==> config.mk <==
export PLATFORM = sky130hd
export DESIGN_NAME = muldiv_hilo
export DESIGN_NICKNAME = d
export VERILOG_FILES = /design/src/rtl/muldiv_pkg.sv /design/src/rtl/muldiv_iter.sv /design/src/rtl/muldiv_hilo.sv
export SDC_FILE = /design/constraint.sdc
export NUM_CORES = 1
export LEC_CHECK = 0
export BUFFER_PORTS_ARGS = -buffer_cell sky130_fd_sc_hd__buf_4
export CAP_MARGIN = 30
export CORE_MARGIN = 3
export CORE_UTILIZATION = 50
export DETAILED_ROUTE_END_ITERATION = 8
export MAX_ROUTING_LAYER = met4
export PLACE_DENSITY = 0.69
export SYNTH_ARGS = -nofsm -noshare
export SYNTH_HDL_FRONTEND = slang
export SYNTH_SLANG_ARGS = --single-unit
==> constraint.sdc <==
create_clock -name clk -period 6 [get_ports clk]
set_input_delay 1.2 -clock clk [delete_from_list [all_inputs] [get_ports clk]]
set_output_delay 1.2 -clock clk [all_outputs]
set_load 0.01 [all_outputs]
==> src/rtl/muldiv_pkg.sv <==
// Shared funct codes and FSM state encoding for the HI/LO multiply/divide unit.
package muldiv_pkg;

  localparam logic [5:0] F_MTHI  = 6'b010001;
  localparam logic [5:0] F_MTLO  = 6'b010011;
  localparam logic [5:0] F_MULT  = 6'b011000;
  localparam logic [5:0] F_MULTU = 6'b011001;
  localparam logic [5:0] F_DIV   = 6'b011010;
  localparam logic [5:0] F_DIVU  = 6'b011011;

  typedef enum logic [1:0] {
    IDLE = 2'd0,
    MUL  = 2'd1,
    DIV  = 2'd2,
    FIX  = 2'd3
  } state_e;

  function automatic logic funct_ok(input logic [5:0] f);
    return (f == F_MTHI) || (f == F_MTLO) || (f == F_MULT) ||
           (f == F_MULTU) || (f == F_DIV) || (f == F_DIVU);
  endfunction

endpackage

==> src/rtl/muldiv_iter.sv <==
// One iteration of the shared 2*WIDTH accumulator: shift-add multiply step or
// restoring-divide step (acc = {remainder, quotient/dividend} when dividing).
module muldiv_iter #(
  parameter int WIDTH = 32
) (
  input  logic                 is_div,
  input  logic [2*WIDTH-1:0]   acc,
  input  logic [WIDTH-1:0]     opnd,
  output logic [2*WIDTH-1:0]   acc_nxt
);

  logic [WIDTH:0] sum, trial, diff;

  always_comb begin
    sum   = {1'b0, acc[2*WIDTH-1:WIDTH]} + {1'b0, opnd};
    trial = {acc[2*WIDTH-1:WIDTH], acc[WIDTH-1]};
    diff  = trial - {1'b0, opnd};
    acc_nxt = acc;
    if (is_div) begin
      // borrow out of the W+1-bit trial subtract means divisor did not fit
      if (diff[WIDTH]) acc_nxt = {trial[WIDTH-1:0], acc[WIDTH-2:0], 1'b0};
      else             acc_nxt = {diff[WIDTH-1:0],  acc[WIDTH-2:0], 1'b1};
    end else if (acc[0]) begin
      acc_nxt = {sum, acc[WIDTH-1:1]};
    end else begin
      acc_nxt = {1'b0, acc[2*WIDTH-1:1]};
    end
  end

endmodule

==> src/rtl/muldiv_hilo.sv <==
// MIPS HI/LO multiply/divide unit: iterative magnitude datapath plus a sign FIX cycle.
// Define MULDIV_FAST_MULT_EN for single-cycle MULT/MULTU; divide stays iterative.
module muldiv_hilo #(
  parameter int WIDTH = 32
) (
  input  logic             clk,
  input  logic             rst_n,
  input  logic             start,
  input  logic [5:0]       funct,
  input  logic [WIDTH-1:0] rs_data,
  input  logic [WIDTH-1:0] rt_data,
  output logic             busy,
  output logic             done,
  output logic             div_by_zero,
  output logic [WIDTH-1:0] hi,
  output logic [WIDTH-1:0] lo
);
  import muldiv_pkg::*;

  localparam int CW = $clog2(WIDTH) + 1;

  state_e                state, state_d;
  logic [CW-1:0]         cnt;
  logic [2*WIDTH-1:0]    acc, acc_nxt, prod_fix;
  logic [WIDTH-1:0]      opnd, a_mag, b_mag, q_fix, r_fix;
  logic                  op_div, neg_q, neg_r;
  logic                  accept, is_signed, is_mul, is_div, a_neg, b_neg, zero_div, last;

  assign busy      = (state != IDLE);
  assign accept    = start && !busy && funct_ok(funct);
  assign is_mul    = (funct == F_MULT) || (funct == F_MULTU);
  assign is_div    = (funct == F_DIV)  || (funct == F_DIVU);
  assign is_signed = (funct == F_MULT) || (funct == F_DIV);
  assign a_neg     = is_signed && rs_data[WIDTH-1];
  assign b_neg     = is_signed && rt_data[WIDTH-1];
  assign a_mag     = a_neg ? -rs_data : rs_data;
  assign b_mag     = b_neg ? -rt_data : rt_data;
  assign zero_div  = (rt_data == '0);
  assign last      = (cnt == CW'(WIDTH - 1));

  // Sign restoration; most-negative / -1 lands on most-negative with no extra case.
  assign prod_fix  = neg_q ? -acc : acc;
  assign q_fix     = neg_q ? -acc[WIDTH-1:0] : acc[WIDTH-1:0];
  assign r_fix     = neg_r ? -acc[2*WIDTH-1:WIDTH] : acc[2*WIDTH-1:WIDTH];

`ifdef MULDIV_FAST_MULT_EN
  logic [2*WIDTH-1:0] fast_mag;
  assign fast_mag = {{WIDTH{1'b0}}, a_mag} * {{WIDTH{1'b0}}, b_mag};
`endif

  muldiv_iter #(.WIDTH(WIDTH)) u_iter (
    .is_div  (op_div),
    .acc     (acc),
    .opnd    (opnd),
    .acc_nxt (acc_nxt)
  );

  always_ff @(posedge clk) begin
    if (!rst_n) state <= IDLE;
    else        state <= state_d;
  end

  always_comb begin
    state_d = state;
    case (state)
      IDLE: begin
        if (accept) begin
`ifdef MULDIV_FAST_MULT_EN
          if (is_div && !zero_div) state_d = DIV;
`else
          if (is_mul)                   state_d = MUL;
          else if (is_div && !zero_div) state_d = DIV;
`endif
        end
      end
      MUL, DIV: if (last) state_d = FIX;
      FIX:      state_d = IDLE;
      default:  state_d = IDLE;
    endcase
  end

  always_ff @(posedge clk) begin
    if (!rst_n) begin
      hi          <= '0;
      lo          <= '0;
      done        <= 1'b0;
      div_by_zero <= 1'b0;
      acc         <= '0;
      opnd        <= '0;
      cnt         <= '0;
      op_div      <= 1'b0;
      neg_q       <= 1'b0;
      neg_r       <= 1'b0;
    end else begin
      done        <= 1'b0;
      div_by_zero <= 1'b0;
      case (state)
        IDLE: begin
          if (accept) begin
            case (funct)
              F_MTHI: hi <= rs_data;
              F_MTLO: lo <= rs_data;
              F_MULT, F_MULTU: begin
`ifdef MULDIV_FAST_MULT_EN
                {hi, lo} <= (a_neg ^ b_neg) ? -fast_mag : fast_mag;
                done     <= 1'b1;
`else
                acc    <= {{WIDTH{1'b0}}, b_mag};
                opnd   <= a_mag;
                op_div <= 1'b0;
                neg_q  <= a_neg ^ b_neg;
                neg_r  <= 1'b0;
                cnt    <= '0;
`endif
              end
              F_DIV, F_DIVU: begin
                if (zero_div) begin
                  hi          <= rs_data;
                  lo          <= '1;
                  done        <= 1'b1;
                  div_by_zero <= 1'b1;
                end else begin
                  acc    <= {{WIDTH{1'b0}}, a_mag};
                  opnd   <= b_mag;
                  op_div <= 1'b1;
                  neg_q  <= a_neg ^ b_neg;
                  neg_r  <= a_neg;
                  cnt    <= '0;
                end
              end
              default: ;
            endcase
          end
        end
        MUL, DIV: begin
          acc <= acc_nxt;
          cnt <= cnt + 1'b1;
        end
        FIX: begin
          if (op_div) begin
            lo <= q_fix;
            hi <= r_fix;
          end else begin
            {hi, lo} <= prod_fix;
          end
          done <= 1'b1;
        end
        default: ;
      endcase
    end
  end

endmodule
==> impl_metrics.yaml <==
critical_path:
  crit_slowest_cell: "nand2_1"
  endpoint_kind: "flop"
  critPathMaxStageDelay_ps: 620
  crit_buf_inv: 1
  crit_arrival_ps: 4930
  path_delay_family: "compound AO/OA/AOI/OAI gates"
  cp.required_ps: 6380
  critPathLaunch: "acc[31]"
  reg2reg_slack_ps: 1450
  crit_chain: "inv_1 > ha_1 > fa_1 > nand2b_1 > a21oi_1 > o211ai_1 > a2111oi_4 > o211ai_1 > nand3_1 > nand2_1 > o311ai_0 > a32o_1"
  path_max_fanout: 18
  path_class: "reg2reg"
  cp_common_cell: "o211ai_1"
  start_kind: "flop"
  r2r-start: "acc[31]"
die:
  die_y_um: 181
  row_count: 63
  coreArea_mm2: 0.0299
  die_width_um: 181
  die-area_mm2: 0.0326
  ios: 140
  start_util: 0.511
clock_tree:
  h-tree-depth: 4
  clk_path_buf_depth: 2
  clk_latency_ps: 450
  cts_root_buffer: "clkbuf_16"
  clock_sinks: 173
  numCtsBuffers: 17
  cts_setup_buffers: 0
  clkTransAtPathRegs_ps: 70
  ctsHoldBuffers: 0
  cts_tree: "built"
  cts_resized: 0
hold_path:
  min_from: "hi[27]"
  min_path_type: "reg2reg"
logic_synthesis:
  yosys_warnings: 0
  syn_inst: 2094
  yosys_most_used_dff: "dfxtp_1"
  syn_nets: 2241
  synth_area_mm2: 0.0153
  synth-seq-cells: 173
  ys_types: 84
  yosysSeqAreaShare: 0.227
  synth_edf_count: 0
  async_flop_share: 0
  avgSynthCellArea_um2: 7.29
timing:
  setup_viol: 0
  setup_ws_ps: 1450
  finalCritPeriodShare: 0.758
  hold_viol_final: 0
  maxSlewHeadroom: 0.328
  hold_ws_ps: 460
  fmax_mhz: 220
  finalSetupTns_ps: 0
  worst_pin_slew_ps: 1010
  fin_crit_ps: 4550
  skew_ps: 9.44
  drv_slew: 0
  rsz0062_at_grt: "false"
global_route:
  antenna_found_initial: 0
  track_usage: 0.364
  grt_pass1_vias: 15100
  grt_max_degree: 89
  grt_first_pass_wirelength_mm: 90.8
  gr-total-overflow: 0
placement:
  place_hpwl_mm: 46.3
  place.gp.congestion: 1.03
  io_buffers: 139
  place_ws_ps: 1440
  dpl.cell_count: 2516
finish:
  layout_common_cells: "a21oi_1, nor2_1, nand2_1"
  n_antenna_cell: 0
  final_common_cell: "a21oi_1"
  fin_util: 0.577
  nets: 2292
  drive_gt1_frac: 0.129
  areaGrowthSynthToFinish_pct: 13.0
  stdcell_count: 2548
drt:
  detail_route.vias_per_cell: 6.53
  drt_iter0_drc: 2094
  route.detailed.drc: 0
  wire_per_inst_um: 23.8
  drt_pre_antenna_iters: 6
  ant_nets: 0
  vias: 16600
  wl_mm: 60.6
power:
  p_per_area_mw_per_mm2: 340
  ir_drop_v: 0.000317
  leakage_nw: 6.97
job:
  drv_cap: 0
run_status:
  status: "completed"
==> cells in the mapped netlist, types with 12 or more instances <==
| cell | instances | area share |
|---|---|---|
| xor2_1 | 93 | 0.053 |
| nor4_1 | 15 | 0.0062 |
| a21o_1 | 33 | 0.016 |
| o21bai_1 | 12 | 0.0059 |
| a21oi_1 | 229 | 0.075 |
| o211ai_1 | 32 | 0.016 |
| clkbuf_1 | 122 | 0.030 |
| nand2b_1 | 14 | 0.0057 |
| or3_1 | 13 | 0.0053 |
| and3_1 | 13 | 0.0053 |
| inv_1 | 71 | 0.017 |
| o21ai_0 | 160 | 0.052 |
| nor3_1 | 64 | 0.021 |
| nand3_1 | 43 | 0.014 |
| nand4_1 | 17 | 0.0070 |
| mux2_2 | 30 | 0.022 |
| nand2_1 | 194 | 0.048 |
| a31oi_1 | 21 | 0.0086 |
| a211oi_1 | 75 | 0.037 |
| xnor2_1 | 82 | 0.047 |
| buf_2 | 14 | 0.0046 |
| nor2_1 | 205 | 0.050 |
| ha_1 | 72 | 0.059 |
| mux2i_1 | 51 | 0.033 |
| or4_1 | 21 | 0.010 |
| o31ai_1 | 22 | 0.011 |
| dfxtp_1 | 173 | 0.23 |
==> cell type report <==
cell class              instances  area, µm²
clock buffers                  20        457
clock inverters                12        208
flip-flops and latches        173       3460
inverters                      73        274
repair buffers                179       1360
well taps                     390        488
fillers                      2928      12600
multi-input cells            1701      11000
==> kinds of logic (layout without fill, tap and decap cells) <==
family | Yosys count | after routing | share of synthesized area
compound gates | 702 | 702 | 0.290
xor+xnor | 175 | 175 | 0.100
fa+ha+maj | 74 | 74 | 0.0617
buf+inv | 220 | 284 | 0.0553
flops | 173 | 173 | 0.227
mux | 81 | 81 | 0.0556
simple gates | 669 | 669 | 0.210
==> power breakdown <==
part / switching (mW) / leakage [nW] / total (mW) / internal (mW)
Clock: 0.529 / 0.319 / 1.30 / 0.768
Combinational: 1.78 / 5.24 / 2.80 / 1.02
Sequential: 0.331 / 1.41 / 1.76 / 1.43
==> state kept, by name (all words and copies together) (netlist names) <==
name,flops
op_div,1
acc,64
div_by_zero,1
state,2
hi,32
lo,32
cnt,6
neg_r,1
opnd,32
neg_q,1
done,1
==> per-layer routing <==
metal	global-route usage	vias to the layer above	routed length (µm)	part of all wire
li1	-	7761	-	-
met3	0.0551	157	5760	0.095
met4	0.129	0	2410	0.040
met1	0.494	7784	25500	0.42
met5	-	-	0	0
met2	0.553	930	26900	0.44
==> final timing paths <==
kind                  end  cells after the start
hold / removal     hi[27]                      2
setup / recovery  acc[37]                     12
hold reg to reg    hi[27]                      2
setup reg to reg  acc[37]                     12
==> worst register-to-register path, stage by stage, from the launching register on <==
cell and delay (ps):
dfxtp_1 420, inv_1 120, ha_1 250, fa_1 390, nand2b_1 200, a21oi_1 330
o211ai_1 280, a2111oi_4 600, o211ai_1 200, nand3_1 340, nand2_1 620, o311ai_0 510
a32o_1 220
==> per-stage QoR <==
step           cell area [µm²]  power (mW)
3_5_place_dp             16600        4.51
6_report                 17200        5.87
4_1_cts                  17200        5.80
3_3_place_gp             16500        4.46
2_1_floorplan            15300        3.50
5_1_grt                  17200        6.16
(Power assumes the default switching activity.)
